[src/rtl/uart_tx_arbiter_if.sv]
// uart_tx_arbiter_if: requester-side and transmitter-side handshake bundle for the arbiter
interface uart_tx_arbiter_if #(
  parameter int N_REQ = 3,
  parameter int Word_Len = 8
);
  localparam int GW = N_REQ > 1 ? $clog2(N_REQ) : 1;
  logic [N_REQ-1:0] req_valid;
  logic [N_REQ*Word_Len-1:0] req_data;
  logic [N_REQ-1:0] req_last;
  logic [N_REQ-1:0] req_ready;
  logic [Word_Len-1:0] tx_data_in;
  logic tx_data_valid;
  logic tx_data_ready;
  logic busy;
  logic [GW-1:0] grant_id;
  logic pkt_trunc;
  modport master (
    input req_valid, req_data, req_last, tx_data_ready,
    output req_ready, tx_data_in, tx_data_valid, busy, grant_id, pkt_trunc
  );
  modport slave (
    output req_valid, req_data, req_last, tx_data_ready,
    input req_ready, tx_data_in, tx_data_valid, busy, grant_id, pkt_trunc
  );
endinterface

[src/rtl/uart_tx_arbiter.sv]
// uart_tx_arbiter: packet-level round-robin sharing of one UART transmitter with optional tag byte
module uart_tx_arbiter #(
  parameter int CLK_FREQ = 50_000_000,
  parameter int Word_Len = 8,
  parameter int N_REQ = 3,
  parameter bit TAG_EN = 1'b1,
  parameter logic [Word_Len-1:0] TAG_BASE = 8'hF0,
  parameter int MAX_PKT = 16
) (
  input logic clk,
  input logic reset,
  uart_tx_arbiter_if.master bus
);
  localparam int GW = N_REQ > 1 ? $clog2(N_REQ) : 1;
  typedef enum logic [1:0] {IDLE, TAG, DATA} state_t;
  state_t state, state_nxt;
  logic [GW-1:0] last_grant, pick;
  logic [7:0] cnt;
  logic slot_free, any_req, xfer, cur_last, pkt_end, load, hold;
  logic [Word_Len-1:0] cur_data;
  logic unused;
  assign unused = ^CLK_FREQ;
  assign slot_free = !bus.tx_data_valid || bus.tx_data_ready;
  assign any_req = |bus.req_valid;
  assign cur_data = bus.req_data[bus.grant_id*Word_Len +: Word_Len];
  assign cur_last = bus.req_last[bus.grant_id];
  assign bus.req_ready = (state == DATA && slot_free) ? N_REQ'(1) << bus.grant_id : '0;
  assign xfer = state == DATA && slot_free && bus.req_valid[bus.grant_id];
  assign pkt_end = xfer && (cur_last || {1'b0, cnt} + 9'd1 == 9'(MAX_PKT));
  assign load = (state == TAG && slot_free) || xfer;
  assign hold = bus.tx_data_valid && !bus.tx_data_ready;
  // round-robin pick: nearest requesting index after last_grant; last_grant itself ranks lowest
  always_comb begin
    pick = last_grant;
    for (int k = N_REQ; k >= 1; k--)
      if (bus.req_valid[(int'(last_grant) + k) % N_REQ]) pick = GW'((int'(last_grant) + k) % N_REQ);
  end
  // next state: arbitrate in IDLE, emit tag when slot frees, leave DATA at packet end
  always_comb begin
    state_nxt = state;
    if (state == IDLE && any_req) state_nxt = TAG_EN ? TAG : DATA;
    if (state == TAG && slot_free) state_nxt = DATA;
    if (pkt_end) state_nxt = IDLE;
  end
  // state register
  always_ff @(posedge clk) state <= !reset ? IDLE : state_nxt;
  // grant bookkeeping, byte counter and the single-entry output register
  always_ff @(posedge clk) begin
    if (!reset) begin
      bus.grant_id <= '0;
      last_grant <= GW'(N_REQ - 1);
      cnt <= '0;
      bus.tx_data_in <= '0;
      bus.tx_data_valid <= 1'b0;
      bus.busy <= 1'b0;
      bus.pkt_trunc <= 1'b0;
    end else begin
      if (state == IDLE && any_req) begin
        bus.grant_id <= pick;
        cnt <= '0;
      end
      if (xfer) cnt <= cnt + 8'd1;
      if (pkt_end) last_grant <= bus.grant_id;
      bus.pkt_trunc <= pkt_end && !cur_last;
      if (load) bus.tx_data_in <= xfer ? cur_data : TAG_BASE + Word_Len'(bus.grant_id);
      bus.tx_data_valid <= load || hold;
      bus.busy <= state_nxt != IDLE || load || hold;
    end
  end
endmodule

[src/flat_wrapper.sv]
// flat-port wrapper written by rule: the top's interface ports become plain ports
module uart_tx_arbiter_flat 
#(
  parameter int CLK_FREQ = 50_000_000,
  parameter int Word_Len = 8,
  parameter int N_REQ = 3,
  parameter bit TAG_EN = 1'b1,
  parameter logic [Word_Len-1:0] TAG_BASE = 8'hF0,
  parameter int MAX_PKT = 16
)
  (clk, reset, bus_req_valid, bus_req_data, bus_req_last, bus_tx_data_ready, bus_req_ready, bus_tx_data_in, bus_tx_data_valid, bus_busy, bus_grant_id, bus_pkt_trunc);
  uart_tx_arbiter_if #(.N_REQ(N_REQ), .Word_Len(Word_Len)) bus_i ();
  input logic clk;
  input logic reset;
  input wire logic [$bits(bus_i.req_valid)-1:0] bus_req_valid;
  input wire logic [$bits(bus_i.req_data)-1:0] bus_req_data;
  input wire logic [$bits(bus_i.req_last)-1:0] bus_req_last;
  input wire logic [$bits(bus_i.tx_data_ready)-1:0] bus_tx_data_ready;
  output wire logic [$bits(bus_i.req_ready)-1:0] bus_req_ready;
  output wire logic [$bits(bus_i.tx_data_in)-1:0] bus_tx_data_in;
  output wire logic [$bits(bus_i.tx_data_valid)-1:0] bus_tx_data_valid;
  output wire logic [$bits(bus_i.busy)-1:0] bus_busy;
  output wire logic [$bits(bus_i.grant_id)-1:0] bus_grant_id;
  output wire logic [$bits(bus_i.pkt_trunc)-1:0] bus_pkt_trunc;
  assign bus_i.req_valid = bus_req_valid;
  assign bus_i.req_data = bus_req_data;
  assign bus_i.req_last = bus_req_last;
  assign bus_i.tx_data_ready = bus_tx_data_ready;
  assign bus_req_ready = bus_i.req_ready;
  assign bus_tx_data_in = bus_i.tx_data_in;
  assign bus_tx_data_valid = bus_i.tx_data_valid;
  assign bus_busy = bus_i.busy;
  assign bus_grant_id = bus_i.grant_id;
  assign bus_pkt_trunc = bus_i.pkt_trunc;
  uart_tx_arbiter #(.CLK_FREQ(CLK_FREQ), .Word_Len(Word_Len), .N_REQ(N_REQ), .TAG_EN(TAG_EN), .TAG_BASE(TAG_BASE), .MAX_PKT(MAX_PKT)) u_core (.clk(clk), .reset(reset), .bus(bus_i));
endmodule
[config.mk]
export PLATFORM = sky130hd
export DESIGN_NAME = uart_tx_arbiter_flat
export DESIGN_NICKNAME = d
export VERILOG_FILES = /design/src/rtl/uart_tx_arbiter_if.sv /design/src/rtl/uart_tx_arbiter.sv /design/src/flat_wrapper.sv
export SDC_FILE = /design/constraint.sdc
export NUM_CORES = 1
export LEC_CHECK = 0
export BUFFER_PORTS_ARGS = -buffer_cell sky130_fd_sc_hd__buf_4
export CAP_MARGIN = 10
export CORE_UTILIZATION = 52
export CTS_CLUSTER_DIAMETER = 30
export DETAILED_ROUTE_END_ITERATION = 8
export GPL_ROUTABILITY_DRIVEN = 0
export PLACE_DENSITY = 0.83
export SLEW_MARGIN = 5
export SYNTH_ARGS = -nofsm -noshare
export SYNTH_HDL_FRONTEND = slang
export SYNTH_SLANG_ARGS = --single-unit
[constraint.sdc]
create_clock -name clk -period 3.9 [get_ports clk]
set_input_delay 0.78 -clock clk [delete_from_list [all_inputs] [get_ports clk]]
set_output_delay 0.78 -clock clk [all_outputs]
set_load 0.02 [all_outputs]
==> metrics.md, run 1 <==
| Metric | Value |
|---|---|
| # IOs | 49 |
| Worst Path Required | 3.12 ns |
| Combinational fraction of design power | 43.7% |
| CTS Buffer Depth | 2 |
| Fin nets | 272 |
| Seq cells post-synth | 25 |
| Net Switching | 355 µW |
| CTS Buf Count | 3 |
| Die area | 3340 µm² |
| Die height | 57.8 µm |
| Worst-Margin Slew | 0.858 ns |
| Worst rel slew slack | 42.7% |
| Seq pwr share | 41.5% |
| Leakage power | 0.000768 µW |
| Dpl hpwl | 2990 µm |
| Max cap viols | 0 |
| Area delta synth->final | 22.3% |
| All-layer global routing usage | 26.9% |
| Hold Vio Cnt, Final | 0 |
| 1st-pass router iterations | 8 |
| Slew Viols, Final | 0 |
| Initial core utilization | 56.8% |
| Status | finished with violations |
| Clock power share | 14.7% |
| Crit-path cells | and2b_2 > nor2b_1 > buf_4 |
| Reg2reg start | u_core.bus.grant_id[1] |
| Grt ovf | 0 |
| VDD IR max | 0.244 mV |
| Pwr dens | 438 nW/µm² |
| Post-Route WL | 4140 µm |
| Wire per inst | 15.6 µm |
| Hold Buf Count CTS | 0 |
| Cell variety after synth | 48 |
| H-Tree Depth | 1 |
| Hold Crit Start | u_core.bus.tx_data_in[3] |
| Netlist Area Pre-Place | 1620 µm² |
| Post-CTS resize count | 0 |
| Die width | 57.8 µm |
| Pint | 511 µW |
| CP max stage cell | dfxtp_1 |
| Synth area leader | dfxtp_1 |
| Port Buf Inserts | 48 |
| Clk_skew | 0.0157 ns |
| Post-layout min period | 2.76 ns |
| Reg2Reg Setup Slack | 1.44 ns |
| Switching portion of total power | 41.0% |
| Hold Crit Depth | 2 |
| Commonest register cell after synthesis | dfxtp_1 |
| CP Launch Type | register |
| Async SR Flop Fraction | 0% |
| Initial antenna violation count | 0 |
| R2R Path End | u_core.bus.tx_data_in[6] |
| Clk sinks | 25 |
| Fraction of layout cells with a size suffix above 1 | 25.6% |
| First-pass GRT wire length | 7030 µm |
| Detailed-route DRC error count | 1 |
| Diode count | 0 |
| Post-CTS Setup Inserts | 0 |
| Fin crit share | 70.8% |
| WHS Endpoint | u_core.bus.tx_data_in[3] |
| Reg2reg path depth | 5 |
| Clock Root Buffer | clkbuf_4 |
| FILL cells | 245 |
| Worst path max stage delay | 0.91 ns |
| Via Count | 1669 |
| Fin cells | 265 |
| DR vias/cell | 6.30 |
| Mapped Nets | 233 |
| EDFF count, synth | 0 |
| Post-synthesis sequential area ratio | 30.9% |
| CTS tree | yes |
| RSZ-0062 raised after global routing | false |
| Worst setup path category | register to primary output |
| Num rows | 19 |
| Setup TNS | 0 ns |
| Post-synth top area share | 30.9% |
| Setup violations, final | 0 |
| Ranking of synthesized cells by area | dfxtp_1 (31%), mux2i_1 (8.7%), o21ai_0 (4.3%), nand2_1 (4.2%), a21oi_1 (4.0%) |
| F_max | 0.362 GHz |
| Failing checks | design-rule violations |
| Vias in the first global route | 1571 |
| CP Capture Type | primary output |
| Synth warnings | 0 |
| Largest net degree at the start of global routing | 20 |
| CTS clk-pin slew, worst paths | 0.16 ns |
| Critical Path Fanout Max | 17 |
| Post-Synthesis Cells | 196 |
| Placed cells | 261 |
| Hold/Removal Path Class | register to register |
| Final ANT Viol Nets | 0 |
| 1st-iter DRT viols | 90 |
| Worst-Skew Late Latency | 0.34 ns |
| Avg Cell Area, Syn | 8.26 µm² |
| CP arrival | 1.98 ns |
| Core Footprint | 2850 µm² |
## cell families after synthesis
kind of cell,after synthesis,synth area share (%)
buf+inv,18,5.18
flops,25,30.9
simple gates,75,25.0
mux,14,8.66
compound gates,58,26.0
fa+ha+maj,4,3.09
xor+xnor,2,1.08
## synth_stat cells (2+ instances only)
cell / count
nand2_1: 18
o211ai_1: 4
or3_1: 2
buf_2: 4
o311a_1: 4
nand3b_1: 7
o31a_1: 2
a21oi_1: 13
a31oi_1: 3
mux2i_1: 14
dfxtp_1: 25
a311oi_1: 2
o2bb2ai_1: 2
o22ai_1: 2
nand3_1: 6
ha_1: 4
o21ai_0: 14
xnor2_1: 2
and3_1: 4
clkbuf_1: 8
nor2b_1: 5
nor2_1: 10
nor3_1: 12
inv_1: 4
nor3b_1: 2
## cells in the final DEF (no fill, tap or decap), types with 2 or more instances in the layout
cell,count
and3_1,4
a31oi_1,3
o211ai_1,4
nand2_1,18
clkbuf_4,3
nor3_1,12
nor2_1,10
a311oi_1,2
o31a_1,2
xnor2_1,2
nor2b_1,5
a21oi_1,13
dfxtp_1,25
o311a_1,4
ha_1,4
or3_1,2
nand3b_1,7
inv_1,4
o2bb2ai_1,2
o21ai_0,14
mux2i_1,14
buf_4,48
nand3_1,6
o22ai_1,2
nor3b_1,2
## per-stage QoR
step                hold slack (ns)  setup WS [ns]  cell area [µm²]  utilization, %  power [µW]
finish                        0.486           1.14             1980            69.4         866
global route                  0.519           1.06             1980            69.4         916
CTS                           0.487           1.14             1980            69.4         864
detailed placement            0.467           1.32             1950            68.3         741
global placement              0.458           1.37             1950            68.3         725
floorplan                     0.465           1.17             1620               -         616
## power by group through the flow
stage | Clock [µW] | Sequential [µW] | Combinational, µW
2_1_floorplan | 0 | 366 | 249
3_3_place_gp | 0 | 361 | 364
3_5_place_dp | 0 | 364 | 377
4_1_cts | 127 | 359 | 378
5_1_grt | 135 | 369 | 412
6_report | 128 | 360 | 379
## layer usage
metal	wire, µm	vias up	track usage, %
li1	-	798	-
met1	1780	785	34.1
met2	1980	82	46.5
met3	351	4	4.91
met4	34	0	8.50
met5	0	-	0
## registers in the layout, summed over array words and instances, names as in the netlist
name / count
u_core.bus.tx_data_in: 8
u_core.cnt: 8
u_core.bus.grant_id: 2
u_core.last_grant: 2
u_core.state: 2
u_core.bus.busy: 1
u_core.bus.pkt_trunc: 1
u_core.bus.tx_data_valid: 1
## critical path: cells and delay by family (launching register included)
| family | cells | cell delay [ns] |
|---|---|---|
| buffers and inverters | 1 | 0.15 |
| DFF | 1 | 0.91 |
| and+or+nand+nor | 2 | 0.59 |
## layout make-up
cell class	count	area (µm²)	share of cell area [%]
clock inverter	1	7.51	0.379
clock buffer	3	22.5	1.14
tap	31	38.8	1.96
multi-input combinational	153	1030	52.3
sequential	25	500	25.3
inverter	4	15.0	0.759
timing repair buffer	48	360	18.2
## worst max-delay path by stage
stage | depth (start not counted) | to | from
floorplan | 4 | bus_req_ready[1] | bus_tx_data_ready
global placement | 5 | bus_req_ready[1] | bus_tx_data_ready
detailed placement | 5 | bus_req_ready[1] | bus_tx_data_ready
CTS | 3 | bus_req_ready[2] | u_core.bus.grant_id[0]
global route | 3 | bus_req_ready[2] | u_core.bus.grant_id[0]
finish | 3 | bus_req_ready[2] | u_core.bus.grant_id[0]
Note: power is estimated with default switching activity, not from simulation.
==> inputs of run 2 (changes only) <==
--- a/config.mk
+++ b/config.mk
@@ -5,13 +5,14 @@
 export SDC_FILE = /design/constraint.sdc
 export NUM_CORES = 1
 export LEC_CHECK = 0
+export ABC_AREA = 1
 export BUFFER_PORTS_ARGS = -buffer_cell sky130_fd_sc_hd__buf_4
 export CAP_MARGIN = 10
-export CORE_UTILIZATION = 52
+export CORE_UTILIZATION = 50
 export CTS_CLUSTER_DIAMETER = 30
 export DETAILED_ROUTE_END_ITERATION = 8
 export GPL_ROUTABILITY_DRIVEN = 0
-export PLACE_DENSITY = 0.83
+export PLACE_DENSITY = 0.81
 export SLEW_MARGIN = 5
 export SYNTH_ARGS = -nofsm -noshare
 export SYNTH_HDL_FRONTEND = slang
==> constraint.sdc (replaced) <==
create_clock -name clk -period 2.6 [get_ports clk]
set_input_delay 0.52 -clock clk [delete_from_list [all_inputs] [get_ports clk]]
set_output_delay 0.52 -clock clk [all_outputs]
set_load 0.02 [all_outputs]
==> run 2 against run 1 <==
  * The flow now finishes without violations
  * Critical path type unchanged
  * Cell count is 18% higher
  * Register-to-register slack worse by 0.70 ns
  * Routed wire length is 11% lower
  * Non-clock buffer count increased by 1
  * Clock power rose by 34%
  * Sequential cell count stayed put
==> metrics.md, run 2 <==
| Metric | Value |
|---|---|
| Fin crit share | 77.6% |
| Hold/Removal Path Class | primary input to register |
| Crit-path cells | inv_1 > nor3_2 > inv_1 > nor3_1 > buf_4 |
| VDD IR max | 0.665 mV (+170%) |
| Slew Viols, Final | 0 (unchanged) |
| Net Switching | 629 µW (+77%) |
| Combinational fraction of design power | 50.7% (+7.0 points) |
| Reg2Reg Setup Slack | 0.74 ns (-0.70 ns) |
| Multi-input logic area | 896 µm² (-13%) |
| Commonest register cell after synthesis | dfxtp_1 |
| Storage cell area | 500 µm² (unchanged) |
| Worst path max stage delay | 0.38 ns (-0.53 ns) |
| Hold Buf Count CTS | 0 (unchanged) |
| Port Buf Inserts | 48 (unchanged) |
| Core Footprint | 2850 µm² (unchanged) |
| Clk_skew | 0.00640 ns (-0.00927 ns) |
| Pwr dens | 730 nW/µm² (+67%) |
| Worst rel slew slack | 65.2% (+22 points) |
| Fin nets | 319 (+17%) |
| Final ANT Viol Nets | 0 (unchanged) |
| Dpl cell area | 1910 µm² (-1.9%) |
| Critical path buffers and inverters | 3 (+2) |
| Most frequent cells in the layout | nand2_1 (53), buf_4 (49), nor2_1 (30) |
| Initial antenna violation count | 0 (unchanged) |
| Design Area, Final | 1940 µm² (-2.1%) |
| Post-layout min period | 2.02 ns |
| All-layer global routing usage | 24.2% (-2.8 points) |
| Post-CTS Setup Inserts | 0 (unchanged) |
| CTS Buf Count | 3 (unchanged) |
| Reg2reg start | u_core.bus.grant_id[1] |
| Setup TNS | 0 ns (unchanged) |
| Fin Hold WS | 0.474 ns (-0.0114 ns) |
| Hold Crit Start | reset |
| Largest regs | u_core.bus.tx_data_in x8, u_core.cnt x8 |
| Worst-Skew Late Latency | 0.32 ns (-0.02 ns) |
| Area delta synth->final | 25.3% |
| Critical Path Fanout Max | 3 (-14) |
| Setup violations, final | 0 (unchanged) |
| Status | finished, final reports clean |
| Avg Cell Area, Syn | 6.64 µm² (-20%) |
| CP Launch Type | register |
| RSZ-0062 raised after global routing | false |
| Seq cells post-synth | 25 (unchanged) |
| CP Capture Type | primary output |
| Netlist Area Pre-Place | 1550 µm² (-4.5%) |
| Commonest non-fill, non-tap cell in the layout | nand2_1 |
| Top-count cell post-synth | nand2_1 |
| Clock Root Buffer | clkbuf_4 |
| Post-Synthesis Cells | 233 (+19%) |
| Clk sinks | 25 (unchanged) |
| Async SR Flop Fraction | 0% (unchanged) |
| Largest net degree at the start of global routing | 21 (+5.0%) |
| Vias in the first global route | 1568 (-0.19%) |
| CP arrival | 1.50 ns (-0.48 ns) |
| CTS Buffer Depth | 2 (unchanged) |
| Worst-Margin Slew | 0.522 ns (-0.337 ns) |
| Synth area leader | dfxtp_1 |
| Grt ovf | 0 (unchanged) |
| 1st-pass router iterations | 4 (-4) |
| CTS tree | yes |
| Post-Route WL | 3700 µm (-11%) |
| Die area | 3320 µm² (-0.64%) |
| Via Count | 1674 (+0.30%) |
| CP most frequent cell | inv_1 |
| CTS clk-pin slew, worst paths | 0.13 ns (-0.03 ns) |
| F_max | 0.495 GHz |
| Post-synth top area share | 32.4% (+1.5 points) |
| Post-synthesis sequential area ratio | 32.4% (+1.5 points) |
| Pint | 786 µW (+54%) |
| EDFF count, synth | 0 (unchanged) |
| 1st-iter DRT viols | 74 (-18%) |
| Fraction of layout cells with a size suffix above 1 | 23.8% (-1.8 points) |
| Wire per inst | 11.9 µm (-24%) |
| DR vias/cell | 5.37 (-15%) |
| Worst Path Required | 2.08 ns (-1.04 ns) |
| # IOs | 49 (unchanged) |
| Family with the most delay on the worst path | simple AND/OR/NAND/NOR gates |
| Dpl hpwl | 2900 µm (-3.0%) |
| Die height | 57.6 µm (-0.32%) |
| Num rows | 19 (unchanged) |
| Synth warnings | 0 (unchanged) |
| Initial core utilization | 54.2% (-2.5 points) |
| Hold Vio Cnt, Final | 0 (unchanged) |
| Final Total Pwr | 1410 µW (+63%) |
| Ranking of synthesized cells by area | dfxtp_1 (32%), nand2_1 (13%), nand3_1 (7.8%), nor2_1 (7.3%), inv_1 (6.6%) |
| Diode count | 0 (unchanged) |
| Leakage power | 0.000916 µW (+19%) |
| FILL cells | 253 (+3.3%) |
| Mapped Nets | 270 (+16%) |
| First-pass GRT wire length | 6330 µm (-10%) |
| Post-CTS resize count | 0 (unchanged) |
| H-Tree Depth | 1 (unchanged) |
| Clock power share | 12.1% (-2.6 points) |
| CP max stage cell | dfxtp_1 |
| Max cap viols | 0 (unchanged) |
| Worst setup path category | register to primary output |
| Die width | 57.6 µm (-0.32%) |
| Cell variety after synth | 32 (-33%) |
| Detailed-route DRC error count | 0 (-1) |
| Seq pwr share | 37.2% (-4.3 points) |
| Crit. Startpoint | u_core.state[1] |
| Synth cell count leaders | nand2_1 (53), nor2_1 (30), inv_1 (27) |
| Switching portion of total power | 44.4% (+3.4 points) |
## run 2: cell families after synthesis
| family | synth area share [%] |
|---|---|
| adder cells (fa/ha/maj) | 3.24 |
| buffers and inverters | 9.71 |
| AO/OA/AOI/OAI | 17.2 |
| AND/OR/NAND/NOR | 35.8 |
| flip-flops | 32.4 |
| XOR/XNOR | 1.70 |
## run 2: worst paths after layout
check | cells after the start | end
setup / recovery | 5 | bus_req_ready[0]
hold / removal | 2 | u_core.last_grant[1]
setup reg to reg | 7 | u_core.last_grant[1]
hold reg to reg | 2 | u_core.bus.tx_data_in[1]
## run 2: final cells by class
type / count / share of cell area [%]
multi-input combinational: 174 / 46.2
tap: 31 / 2.00
inverter: 29 / 5.62
timing repair buffer: 49 / 19.0
sequential: 25 / 25.8
clock buffer: 4 / 1.36
## run 2: routing by layer
metal  wire length [µm]  track usage (%)  part of all wire, %
met2               1830             43.4                   49
met5                  0                0                    0
met4                 42             6.97                  1.1
met3                233             4.46                  6.3
met1               1600             29.4                   43
## run 2: power by group through the flow
stage          clock [µW]  sequential (µW)  combinational, µW
3_3_place_gp            0              531                708
3_5_place_dp            0              533                717
4_1_cts               175              525                720
6_report              171              526                718
5_1_grt               193              536                794
2_1_floorplan           0              590                420
## run 2: stage by stage
stage | worst slack [ns] | std cells | util (%)
after floorplan | 0.774 | 233 | -
after global placement | 0.777 | 308 | 67.0
after detailed placement | 0.746 | 308 | 67.0
after CTS | 0.577 | 312 | 67.9
after global routing | 0.483 | 312 | 67.9
final | 0.582 | 312 | 67.9
## run 2: worst register-to-register path, stage by stage (launching register included)
cell and delay, ns:
dfxtp_1 0.53, nand2_2 0.16, o221ai_2 0.23, nand2_2 0.29, inv_2 0.29, nand2_1 0.13
nand2_1 0.07, nand3_1 0.06
